File: config.mk
export PLATFORM = sky130hd
export DESIGN_NAME = board_state_scanner
export DESIGN_NICKNAME = d
export VERILOG_FILES = /design/src/rtl/board_state_scanner.sv
export SDC_FILE = /design/constraint.sdc
export NUM_CORES = 1
export LEC_CHECK = 0
export BUFFER_PORTS_ARGS = -buffer_cell sky130_fd_sc_hd__buf_2
export CAP_MARGIN = 0
export CORE_UTILIZATION = 60
export CTS_BUF_LIST = sky130_fd_sc_hd__clkbuf_16
export DETAILED_ROUTE_END_ITERATION = 10
export PLACE_DENSITY_LB_ADDON = 0.15
export SYNTH_ARGS = -nofsm -noshare
export SYNTH_HDL_FRONTEND = slang
export SYNTH_SLANG_ARGS = --single-unit
File: constraint.sdc
create_clock -name clk -period 6.4 [get_ports clk]
set_clock_uncertainty 0.1 [all_clocks]
set_input_delay 1.28 -clock clk [delete_from_list [all_inputs] [get_ports clk]]
set_output_delay 1.28 -clock clk [all_outputs]
set_load 0.05 [all_outputs]
File: src/rtl/board_state_scanner.sv
// DIM x DIM board RAM with a one-line-per-cycle win/draw scan engine and busy/done handshake.
// Optional `WRITE_PROTECT_EN: writes to occupied cells are rejected and all rejects pulse werr.
module board_state_scanner #(
    parameter int unsigned DIM    = 3,
    parameter int unsigned ADDR_W = 4
) (
    input  logic              clk,
    input  logic              clear,
    input  logic              we,
    input  logic [1:0]        data,
    input  logic [ADDR_W-1:0] addr,
    output logic [1:0]        Q,
    output logic [1:0]        state_final,
    output logic              busy,
    output logic              done,
    output logic              game_over,
    output logic              werr
);
    localparam int unsigned NCELLS = DIM * DIM;
    localparam int unsigned NLINES = 2 * DIM + 2;
    localparam int unsigned IDX_W  = $clog2(NLINES);
    localparam int unsigned DEPTH  = 2 ** ADDR_W;
    localparam logic [ADDR_W-1:0] LAST_ADDR = ADDR_W'(NCELLS);
    localparam logic [IDX_W-1:0]  LAST_IDX  = IDX_W'(NLINES - 1);
    localparam logic [IDX_W-1:0]  ROW_END   = IDX_W'(DIM);

    typedef enum logic [1:0] {IDLE, SCAN, FINISH} state_e;

    state_e            state_q, state_d;
    logic [1:0]        ram_q [DEPTH];
    logic [1:0]        ram_d [DEPTH];
    logic [ADDR_W-1:0] addr_reg_q, addr_reg_d;
    logic [IDX_W-1:0]  idx_q, idx_d;
    logic              p1_q, p1_d, p2_q, p2_d, full_q, full_d;
    logic [1:0]        state_final_q, state_final_d;
    logic              done_q, done_d;
    logic              addr_ok, wr_ok, last_line;
    logic              line_p1, line_p2, line_nz;

    // RAM is sized to the full address space so any address indexes it directly;
    // entries 0 and above DIM*DIM are never written.
    assign addr_ok   = (addr != '0) && (addr <= LAST_ADDR);
    assign last_line = (idx_q == LAST_IDX);

`ifdef WRITE_PROTECT_EN
    logic werr_q, werr_d;
    assign wr_ok  = we && addr_ok && !game_over && (ram_q[addr] == 2'b00);
    assign werr_d = we && !wr_ok;
    assign werr   = werr_q;
    always_ff @(posedge clk or posedge clear) begin
        if (clear) werr_q <= 1'b0;
        else       werr_q <= werr_d;
    end
`else
    assign wr_ok = we && addr_ok && !game_over;
    assign werr  = 1'b0;
`endif

    always_comb begin
        int unsigned li, pos;
        logic [1:0]  code;
        li      = int'(idx_q);
        pos     = 0;
        code    = 2'b00;
        line_p1 = 1'b1;
        line_p2 = 1'b1;
        line_nz = 1'b1;
        for (int unsigned k = 0; k < DIM; k++) begin
            if (li < DIM)            pos = li * DIM + k + 1;
            else if (li < 2 * DIM)   pos = k * DIM + (li - DIM) + 1;
            else if (li == 2 * DIM)  pos = k * DIM + k + 1;
            else                     pos = k * DIM + (DIM - 1 - k) + 1;
            code    = ram_q[ADDR_W'(pos)];
            line_p1 = line_p1 & (code == 2'b01);
            line_p2 = line_p2 & (code == 2'b10);
            line_nz = line_nz & (code != 2'b00);
        end
    end

    always_ff @(posedge clk or posedge clear) begin
        if (clear) state_q <= IDLE;
        else       state_q <= state_d;
    end

    always_comb begin
        state_d = state_q;
        if (wr_ok) begin
            state_d = SCAN;
        end else begin
            case (state_q)
                IDLE:    state_d = IDLE;
                SCAN:    if (last_line) state_d = FINISH;
                FINISH:  state_d = IDLE;
                default: state_d = IDLE;
            endcase
        end
    end

    always_comb begin
        busy = (state_q != IDLE);
    end

    always_comb begin
        ram_d         = ram_q;
        addr_reg_d    = addr;
        idx_d         = idx_q;
        p1_d          = p1_q;
        p2_d          = p2_q;
        full_d        = full_q;
        state_final_d = state_final_q;
        done_d        = 1'b0;
        if (wr_ok) begin
            ram_d[addr] = data;
            idx_d       = '0;
            p1_d        = 1'b0;
            p2_d        = 1'b0;
            full_d      = 1'b1;
        end else if (state_q == SCAN) begin
            p1_d = p1_q | line_p1;
            p2_d = p2_q | line_p2;
            // Every cell lies on exactly one row, so rows alone decide fullness.
            if (idx_q < ROW_END) full_d = full_q & line_nz;
            if (!last_line) idx_d = idx_q + 1'b1;
        end else if (state_q == FINISH) begin
            state_final_d = (p1_q | p2_q) ? {p2_q, p1_q} : {full_q, full_q};
            done_d        = 1'b1;
        end
    end

    always_ff @(posedge clk or posedge clear) begin
        if (clear) begin
            ram_q         <= '{default: '0};
            addr_reg_q    <= '0;
            idx_q         <= '0;
            p1_q          <= 1'b0;
            p2_q          <= 1'b0;
            full_q        <= 1'b0;
            state_final_q <= '0;
            done_q        <= 1'b0;
        end else begin
            ram_q         <= ram_d;
            addr_reg_q    <= addr_reg_d;
            idx_q         <= idx_d;
            p1_q          <= p1_d;
            p2_q          <= p2_d;
            full_q        <= full_d;
            state_final_q <= state_final_d;
            done_q        <= done_d;
        end
    end

    assign Q           = ((addr_reg_q != '0) && (addr_reg_q <= LAST_ADDR)) ? ram_q[addr_reg_q] : 2'b00;
    assign state_final = state_final_q;
    assign done        = done_q;
    assign game_over   = (state_final_q != 2'b00);

endmodule

==> flow_summary.toml, run 1 <==
[clock_tree]
clock_latency_ps = 290
htree_levels = 2
cts_sinks = 47
clockBufferDepth = 2
post_cts_buffers = 0
root_buffer = "clkbuf_16"
cts_inserted_buffers = 5
cts_tree = "done"
ctsHoldBuffers = 0
ctsResizeCount = 0
cts.clk_slew.worst_paths_ps = 60

[logic_synthesis]
syn_nets = 408
syn_avg_cell_area_um2 = 9.30
synth.yosys.warnings = 0
synth_edf_count = 0
yosysSeqAreaShare_pct = 32.6
netlist_area_mm2 = 0.00361
async_flop_share_pct = 100
ys_ff_latch = 47
synthCells = 388
postSynth.topFlopCell = "dfrtp_1"
ys_types = 65

[floorplan]
design.core.area_mm2 = 0.00564
start_util_pct = 63.9
dieArea_mm2 = 0.00633
rows = 27
io-pin-count = 17
die_x_um = 79.5
die_height_um = 79.5

[setup_path]
path_buf_inv = 3
crit_family = "compound AO/OA/AOI/OAI gates"
path_class = "reg2reg"
cp_data_required_time_ps = 6490
slowest_stage = "mux4_2"
slowest_delay_ps = 610
arrival_ps = 3950
path_cells = "buf_4 -> ha_1 -> inv_1 -> ha_1 -> buf_4 -> nor2_2 -> a21o_1 -> mux4_2 -> nor4_1 -> o21ai_1 -> o41ai_2"
path_max_fanout = 47
start_kind = "register"
end_kind = "register"

[timing]
tightest_slew_ps = 985
period_share_pct = 60.3
max_slew_margin_pct = 34.2
finalHoldViolations = 0
finalCriticalPeriod_ps = 3860
setup_viol = 0
fmax_mhz = 259
fin_setup_tns_ps = 0
setup_slack_ps = 2540
rsz0062_at_grt = "no"
slew_violations = 0

[placed_design]
pre_cts_ws_ps = 2570
dpl.hpwl_um = 6050
io_buffers = 15
placed_area_mm2 = 0.00359
gp_congestion = 0.929

[cells_and_area]
fin_area_mm2 = 0.00375
multi_input_area_mm2 = 0.00217
mostFrequentLayoutCells = "dfrtp_1, mux2i_1, nand2_1"
area_growth_pct = 3.95
final.fill_count = 446
nNetsFinal = 393
layout-drive-gt1-share_pct = 16.0
num_antenna_cells = 0
final-seq-area_mm2 = 0.00118
final_common_cell = "dfrtp_1"

[global_routing]
grt_max_degree = 48
grt_pass1_wl_um = 14200
overflow = 0
grt_pass1_vias = 2783
track_usage_pct = 29.1
antenna_found_initial = 0

[drt]
drt-pass1-iter-count = 5
routedWlPerCell_um = 19.0
drtIter0Drc = 286
drt.antenna.violating_nets = 0
avgViaCountPerCell = 6.52
wl_um = 8470
vias = 2910
drc = 0

[flow_run]
cap_violations = 0

[min_path]
hold_path.class = "reg2reg"

[run_status]
status = "completed"
[cells by family after synthesis]
kind of cell	Yosys count	share of synthesized area [%]
fa+ha+maj	11	4.02
flops	47	32.6
mux	56	17.7
buf+inv	56	7.35
compound gates	93	18.4
other cells	1	0.104
simple gates	115	17.6
xor+xnor	9	2.19
[worst reg2reg max path: cells and delay by family (launching register included)]
family	cells	cell delay [ps]
simple gates	2	700
mux	1	610
fa+ha+maj	2	500
compound gates	3	810
buf+inv	3	720
flops	1	320
[worst paths after layout]
check	start	endpoint	slack, ps	cells after the start
max in group asynchronous	clear	idx_q[0]$_DFFE_PP0P_	4460	2
max	idx_q[0]$_DFFE_PP0P_	p2_q$_DFFE_PP0P_	2540	11
min in group asynchronous	clear	ram_q[30]$_DFFE_PP0P_	1130	2
min reg2reg	ram_q[8]$_DFFE_PP0P_	ram_q[8]$_DFFE_PP0P_	320	0
min	ram_q[8]$_DFFE_PP0P_	ram_q[8]$_DFFE_PP0P_	320	0
max reg2reg	idx_q[0]$_DFFE_PP0P_	p2_q$_DFFE_PP0P_	2540	11
[synthesized netlist by cell type, drive strengths merged (3+ instances only)]
master,count,share of area (%)
a211oi,7,1.5
a21o,3,0.62
a21oi,16,2.2
a221oi,8,1.9
a22oi,3,1.1
a31oi,6,1.0
a32oi,3,0.73
and2,4,0.76
and3b,6,1.5
buf,18,3.4
clkbuf,21,2.2
dfrtp,47,33
ha,10,3.5
inv,17,1.8
mux2,23,7.2
mux2i,29,8.0
mux4,4,2.5
nand2,28,2.9
nand2b,7,1.2
nand3,10,1.4
nand3b,5,1.0
nor2,21,2.3
nor2b,14,2.4
nor3b,5,1.0
nor4,4,0.69
o211ai,5,1.0
o21ai,19,2.6
o22ai,3,0.52
or2,4,0.69
xnor2,7,1.7
[layer usage]
metal  GRT usage, %  vias up  part of all wire, %
li1               -     1373                    -
met1           38.9     1392                   44
met2           48.5      125                   48
met3           3.54       20                  4.9
met4           9.82        0                  2.6
met5              0        -                    0
[cell type report]
cell class | instances | share of cell area, %
multi-input cells | 285 | 57.8
flip-flops and latches | 47 | 31.4
clock buffers | 5 | 3.34
repair buffers | 17 | 2.40
well taps | 72 | 2.40
inverters | 17 | 1.70
clock inverters | 3 | 1.03
[sequential cells by signal, summed over array words and instances (netlist names)]
register     cells
ram_q           32
state_final      2
addr_reg_q       4
full_q           1
p1_q             1
p2_q             1
state_q          2
idx_q            3
done             1
[metrics by stage]
stage | hold slack, ps | utilization, % | cells
2_1_floorplan | 349 | - | 388
3_3_place_gp | 318 | 63.6 | 438
3_5_place_dp | 309 | 63.6 | 438
4_1_cts | 322 | 66.5 | 446
5_1_grt | 332 | 66.5 | 446
6_report | 324 | 66.5 | 446
Power of run 1 is not shown: default switching activity piles up to over one toggle a cycle in this logic, so the estimate is an artifact.
==> run 2, diff against run 1 <==
clock period = 3.7 ns   (was 6.4 ns; I/O delays follow)
==> run 2 against run 1 <==
Effect of this change: non-clock buffer count grew 5; hold slack lost 3.4 ps; via count is 0.24% lower; critical path depth shrank 2; die area unchanged; clock-buffer cell count did not move; critical endpoint unchanged; final area rose by 0.67%; sequential share of layout area shrank 0.21 points; maximum frequency grew 16%; final cell count up 0.90%; utilization increased by 0.44 points; first-iteration DRC count is 21% lower.
==> flow_summary.toml, run 2 (same netlist as run 1, synthesis figures left out) <==
[setup_path]
arrival_ps = 3430
worst-path-stages = 9
critPathLaunch = "idx_q[1]$_DFFE_PP0P_"
end_kind = "register"
reg2reg_slack_ps = 360
cp_data_required_time_ps = 3790
reg2reg_depth = 9
critPathCapture = "p2_q$_DFFE_PP0P_"
slowest_stage = "dfrtp_1"
timing.rr.end = "p2_q$_DFFE_PP0P_"
crit_family = "compound AO/OA/AOI/OAI gates"
start_kind = "register"
path_buf_inv = 0
path_max_fanout = 15
slowest_delay_ps = 580
path_class = "reg2reg"
path_common_cell = "mux2i_1"
path_cells = "ha_1 -> fa_1 -> xor2_1 -> a22oi_4 -> mux2i_1 -> mux2i_1 -> mux2i_1 -> mux2_2 -> o41ai_2"
reg2reg_from = "idx_q[1]$_DFFE_PP0P_"

[timing]
max_slew_margin_pct = 35.9
tightest_slew_ps = 960
setup_viol = 0
slew_violations = 0
fmax_mhz = 300
finalHoldViolations = 0
rsz0062_at_grt = "no"
period_share_pct = 90.2
finalCriticalPeriod_ps = 3340
fin_setup_tns_ps = 0

[placed_design]
placed_area_mm2 = 0.00364
dpl.hpwl_um = 6320
dpl.cell_count = 443
gp_congestion = 0.961
io_buffers = 15

[drt]
wl_um = 8660
avgViaCountPerCell = 6.45
drtIter0Drc = 225
drt-pass1-iter-count = 5
drt.antenna.violating_nets = 0
vias = 2903
routedWlPerCell_um = 19.2
drc = 0

[clock_tree]
cts_inserted_buffers = 5
htree_levels = 2
clock_latency_ps = 290
cts_sinks = 47
cts_tree = "done"
root_buffer = "clkbuf_16"
post_cts_buffers = 0
ctsHoldBuffers = 0
ctsResizeCount = 0
cts.clk_slew.worst_paths_ps = 70
clockBufferDepth = 2

[cells_and_area]
largestRegisters = "ram_q (32), addr_reg_q (4), idx_q (3)"
largest_register_ff_count = 32
num_antenna_cells = 0
stdcell_count = 450
area_growth_pct = 4.65
mostFrequentLayoutCells = "dfrtp_1, mux2i_1, nand2_1"
final_util_pct = 66.9
largest_register = "ram_q"
fin_area_mm2 = 0.00377
final_common_cell = "dfrtp_1"
nNetsFinal = 398
layout-drive-gt1-share_pct = 17.2

[floorplan]
io-pin-count = 17
die_x_um = 79.5
dieArea_mm2 = 0.00633
die_height_um = 79.5
start_util_pct = 63.9
rows = 27
design.core.area_mm2 = 0.00564

[global_routing]
grt_pass1_wl_um = 14300
grt_max_degree = 48
antenna_found_initial = 0
overflow = 0
grt_pass1_vias = 2848
track_usage_pct = 29.9

[flow_run]
cap_violations = 0

[min_path]
hold_path.class = "reg2reg"

[run_status]
status = "completed"
[run 2: worst min-delay path by stage]
stage | startpoint | endpoint | cells after the start | slack [ps]
after global placement | ram_q[30]$_DFFE_PP0P_ | ram_q[30]$_DFFE_PP0P_ | 0 | 290
after CTS | ram_q[30]$_DFFE_PP0P_ | ram_q[30]$_DFFE_PP0P_ | 0 | 320
final | ram_q[30]$_DFFE_PP0P_ | ram_q[30]$_DFFE_PP0P_ | 0 | 320
after floorplan | ram_q[0]$_DFFE_PP0P_ | ram_q[0]$_DFFE_PP0P_ | 1 | 350
after global routing | ram_q[5]$_DFFE_PP0P_ | ram_q[5]$_DFFE_PP0P_ | 0 | 340
after detailed placement | ram_q[30]$_DFFE_PP0P_ | ram_q[30]$_DFFE_PP0P_ | 0 | 300
[run 2: per-layer routing]
metal / up-vias / track usage [%] / share of wire (%)
met5: - / 0 / 0
met4: 0 / 13.1 / 3.8
met3: 29 / 4.34 / 4.7
met2: 101 / 49.1 / 48
met1: 1384 / 39.0 / 43
li1: 1389 / - / -
[run 2: worst reg2reg max path, stage by stage, from the launching register on]
cell	delay, ps
dfrtp_1	580
ha_1	330
fa_1	480
xor2_1	210
a22oi_4	470
mux2i_1	150
mux2i_1	180
mux2i_1	90
mux2_2	310
o41ai_2	340
[run 2: area by class of cell]
type,count,area [um2]
Timing Repair Buffer,22,140
Fill cell,479,1870
Multi-Input combinational cell,285,2170
Clock inverter,2,13.8
Clock buffer,5,125
Sequential cell,47,1180
Inverter,17,63.8
Tap cell,72,90.1
[run 2: stage by stage]
step	hold slack (ps)	setup slack, ps
after CTS	316	345
final	321	362
after detailed placement	301	357
after global routing	337	99.7
after global placement	294	522
after floorplan	349	764
Power of run 2 is left out for the same reason.
==> run 3, diff against run 2 <==
ABC_AREA = 1   (was not set)
GPL_TIMING_DRIVEN = 0   (was not set)
==> run 3 against run 2 <==
Effect of this change: global-route usage shrank 0.24 points; synthesized cell count rose by 21%; utilization is 2.5 points higher; critical path type unchanged; final area is 4.2% lower; highest routed layer unchanged; sequential share of layout area increased by 1.4 points; worst setup slack better by 390 ps; wire length is 4.6% lower.
==> flow_summary.toml, run 3 <==
[cells_and_area]
area_growth_pct = 9.60
final.fill_count = 460
mostFrequentLayoutCells = "nand2_1, nand3_1, inv_1"
stdcell_count = 564
fin_area_mm2 = 0.00361
final_common_cell = "nand2_1"
nNetsFinal = 514
largest_register = "ram_q"
layout-drive-gt1-share_pct = 11.1
num_antenna_cells = 0
final_util_pct = 69.4
largest_register_ff_count = 32
final-seq-area_mm2 = 0.00118
largestRegisters = "ram_q (32), addr_reg_q (4), idx_q (3)"
multi_input_area_mm2 = 0.00171

[clock_tree]
clockBufferDepth = 2
htree_levels = 2
clock_latency_ps = 280
cts_inserted_buffers = 5
cts_tree = "done"
ctsHoldBuffers = 0
post_cts_buffers = 0
cts.clk_slew.worst_paths_ps = 60
root_buffer = "clkbuf_16"
cts_sinks = 47
ctsResizeCount = 0

[drt]
wl_um = 8260
drtIter0Drc = 322
drc = 0
vias = 3174
avgViaCountPerCell = 5.63
highest_layer = "met4"
wl_met1_um = 3740
wl_met3_um = 470
drt-pass1-iter-count = 6
wl_met2_um = 3950
drt.antenna.violating_nets = 0
routedWlPerCell_um = 14.6

[global_routing]
grt_max_degree = 31
overflow = 0
track_usage_pct = 29.6
grt_pass1_wl_um = 13600
grt_pass1_vias = 2855
antenna_found_initial = 0

[setup_path]
end_kind = "register"
reg2reg_slack_ps = 750
path_common_cell = "nand2_1"
slowest_delay_ps = 550
arrival_ps = 3030
path_cells = "ha_1 -> fa_1 -> nand2_1 -> nand2_1 -> o21ai_1 -> inv_1 -> nand3_1 -> nand3_1 -> nand2_1 -> nand2_1 -> nand3_1 -> nand2_1 -> nand2_1 -> nand2_1"
reg2reg_from = "idx_q[1]$_DFFE_PP0P_"
path_max_fanout = 8
reg2reg_depth = 14
slowest_stage = "dfrtp_1"
cp_data_required_time_ps = 3780
path_class = "reg2reg"
timing.rr.end = "full_q$_DFFE_PP0P_"
start_kind = "register"

[power_and_ir_drop]
power.density_mw_per_mm2 = 1010
p_leak_nw = 1.85
ir_worst_vdd_v = 0.000527
power_mw = 3.66

[floorplan]
rows = 26
die_height_um = 76.1
io-pin-count = 17
dieArea_mm2 = 0.00580
die_x_um = 76.1
start_util_pct = 63.4
design.core.area_mm2 = 0.00520

[timing]
setup_viol = 0
slew_violations = 0
finalCriticalPeriod_ps = 2950
rsz0062_at_grt = "no"
fin_setup_tns_ps = 0
fmax_mhz = 339
finalHoldViolations = 0
setup_slack_ps = 748
max_slew_margin_pct = 61.4
tightest_slew_ps = 573
period_share_pct = 79.8
holdWs_ps = 335

[logic_synthesis]
yosys.cell_count.top_type = "nand2_1"
syn_avg_cell_area_um2 = 7.00
ys_ff_latch = 47
synth_top_cell_area_share_pct = 35.7
ys_types = 38
yosysSeqAreaShare_pct = 35.7
synth_edf_count = 0
synthTopCellsByArea = "dfrtp_1, nand2_1, nand3_1, inv_1, o21ai_0"
yosys.area.top_type = "dfrtp_1"
netlist_area_mm2 = 0.00330
postSynth.topFlopCell = "dfrtp_1"
synthCells = 471
async_flop_share_pct = 100
synth.yosys.warnings = 0
yosys-top-cells-count = "nand2_1, nand3_1, inv_1, dfrtp_1, o21ai_0"
syn_nets = 491

[min_path]
hold_path.class = "in2async"

[placed_design]
pre_cts_ws_ps = 817
io_buffers = 15
dpl.cell_count = 557
dpl.hpwl_um = 6120
placed_area_mm2 = 0.00348
gp_congestion = 0.965

[flow_run]
cap_violations = 0

[run_status]
status = "completed"
[run 3: cell count changes after synthesis, moves of 7 or more]
cell and delta:
nand3_1 +70, inv_1 +49, nand2b_1 -7, a221oi_1 -8, nand2_1 +102, a211oi_1 -7
mux2_2 -22, o21ai_0 +14, o21ai_1 +7, nor2b_1 -14, mux2i_1 -29, xnor2_1 -7
[run 3: where the power goes]
group | switching (mW) | total, mW | internal, mW
clock | 0.185 | 0.428 | 0.243
combinational | 1.66 | 2.48 | 0.818
sequential | 0.114 | 0.749 | 0.635
total | 1.96 | 3.66 | 1.70
[run 3: kinds of logic (layout without fill, tap and decap cells)]
logic type                 Yosys count  in the layout  share of synthesized area [%]
AOI/OAI and AO/OA                   69             69                           12.3
xor gates and xnor gates             1              1                          0.266
adders and majority gates           11             11                           4.40
buffers and inverters               94            117                           12.6
DFF                                 47             47                           35.7
other                                1              1                          0.114
and+or+nand+nor                    248            248                           34.6
[run 3: worst max-delay path: cells and delay by family (launching register included)]
kind,cells,cell delay (ps)
flip-flops,1,550
AND/OR/NAND/NOR,10,770
adder cells (fa/ha/maj),2,890
buffers and inverters,1,170
AO/OA/AOI/OAI,1,360
[run 3: worst max-delay path by stage]
stage                               startpoint            endpoint  cells after the start
final                     idx_q[1]$_DFFE_PP0P_  full_q$_DFFE_PP0P_                     14
after floorplan           idx_q[1]$_DFFE_PP0P_  full_q$_DFFE_PP0P_                     15
after detailed placement  idx_q[1]$_DFFE_PP0P_  full_q$_DFFE_PP0P_                     15
after global placement    idx_q[1]$_DFFE_PP0P_  full_q$_DFFE_PP0P_                     15
after CTS                 idx_q[1]$_DFFE_PP0P_  full_q$_DFFE_PP0P_                     15
after global routing      idx_q[1]$_DFFE_PP0P_  full_q$_DFFE_PP0P_                     16
[run 3: final cells by class]
| type | instances | share of cell area (%) |
|---|---|---|
| Buffer | 25 | 4.33 |
| Clock buffer | 5 | 3.46 |
| Clock inverter | 2 | 0.242 |
| Inverter | 69 | 7.17 |
| Multi-Input combinational cell | 330 | 47.2 |
| Sequential cell | 47 | 32.5 |
| Tap cell | 70 | 2.42 |
| Timing Repair Buffer | 16 | 2.63 |
[run 3: layer usage]
layer | GRT usage [%] | vias to the layer above
met5 | 0 | -
met2 | 48.7 | 104
li1 | - | 1565
met3 | 4.79 | 11
met4 | 7.69 | 0
met1 | 40.8 | 1494
Note: power is estimated with default switching activity, not from simulation.
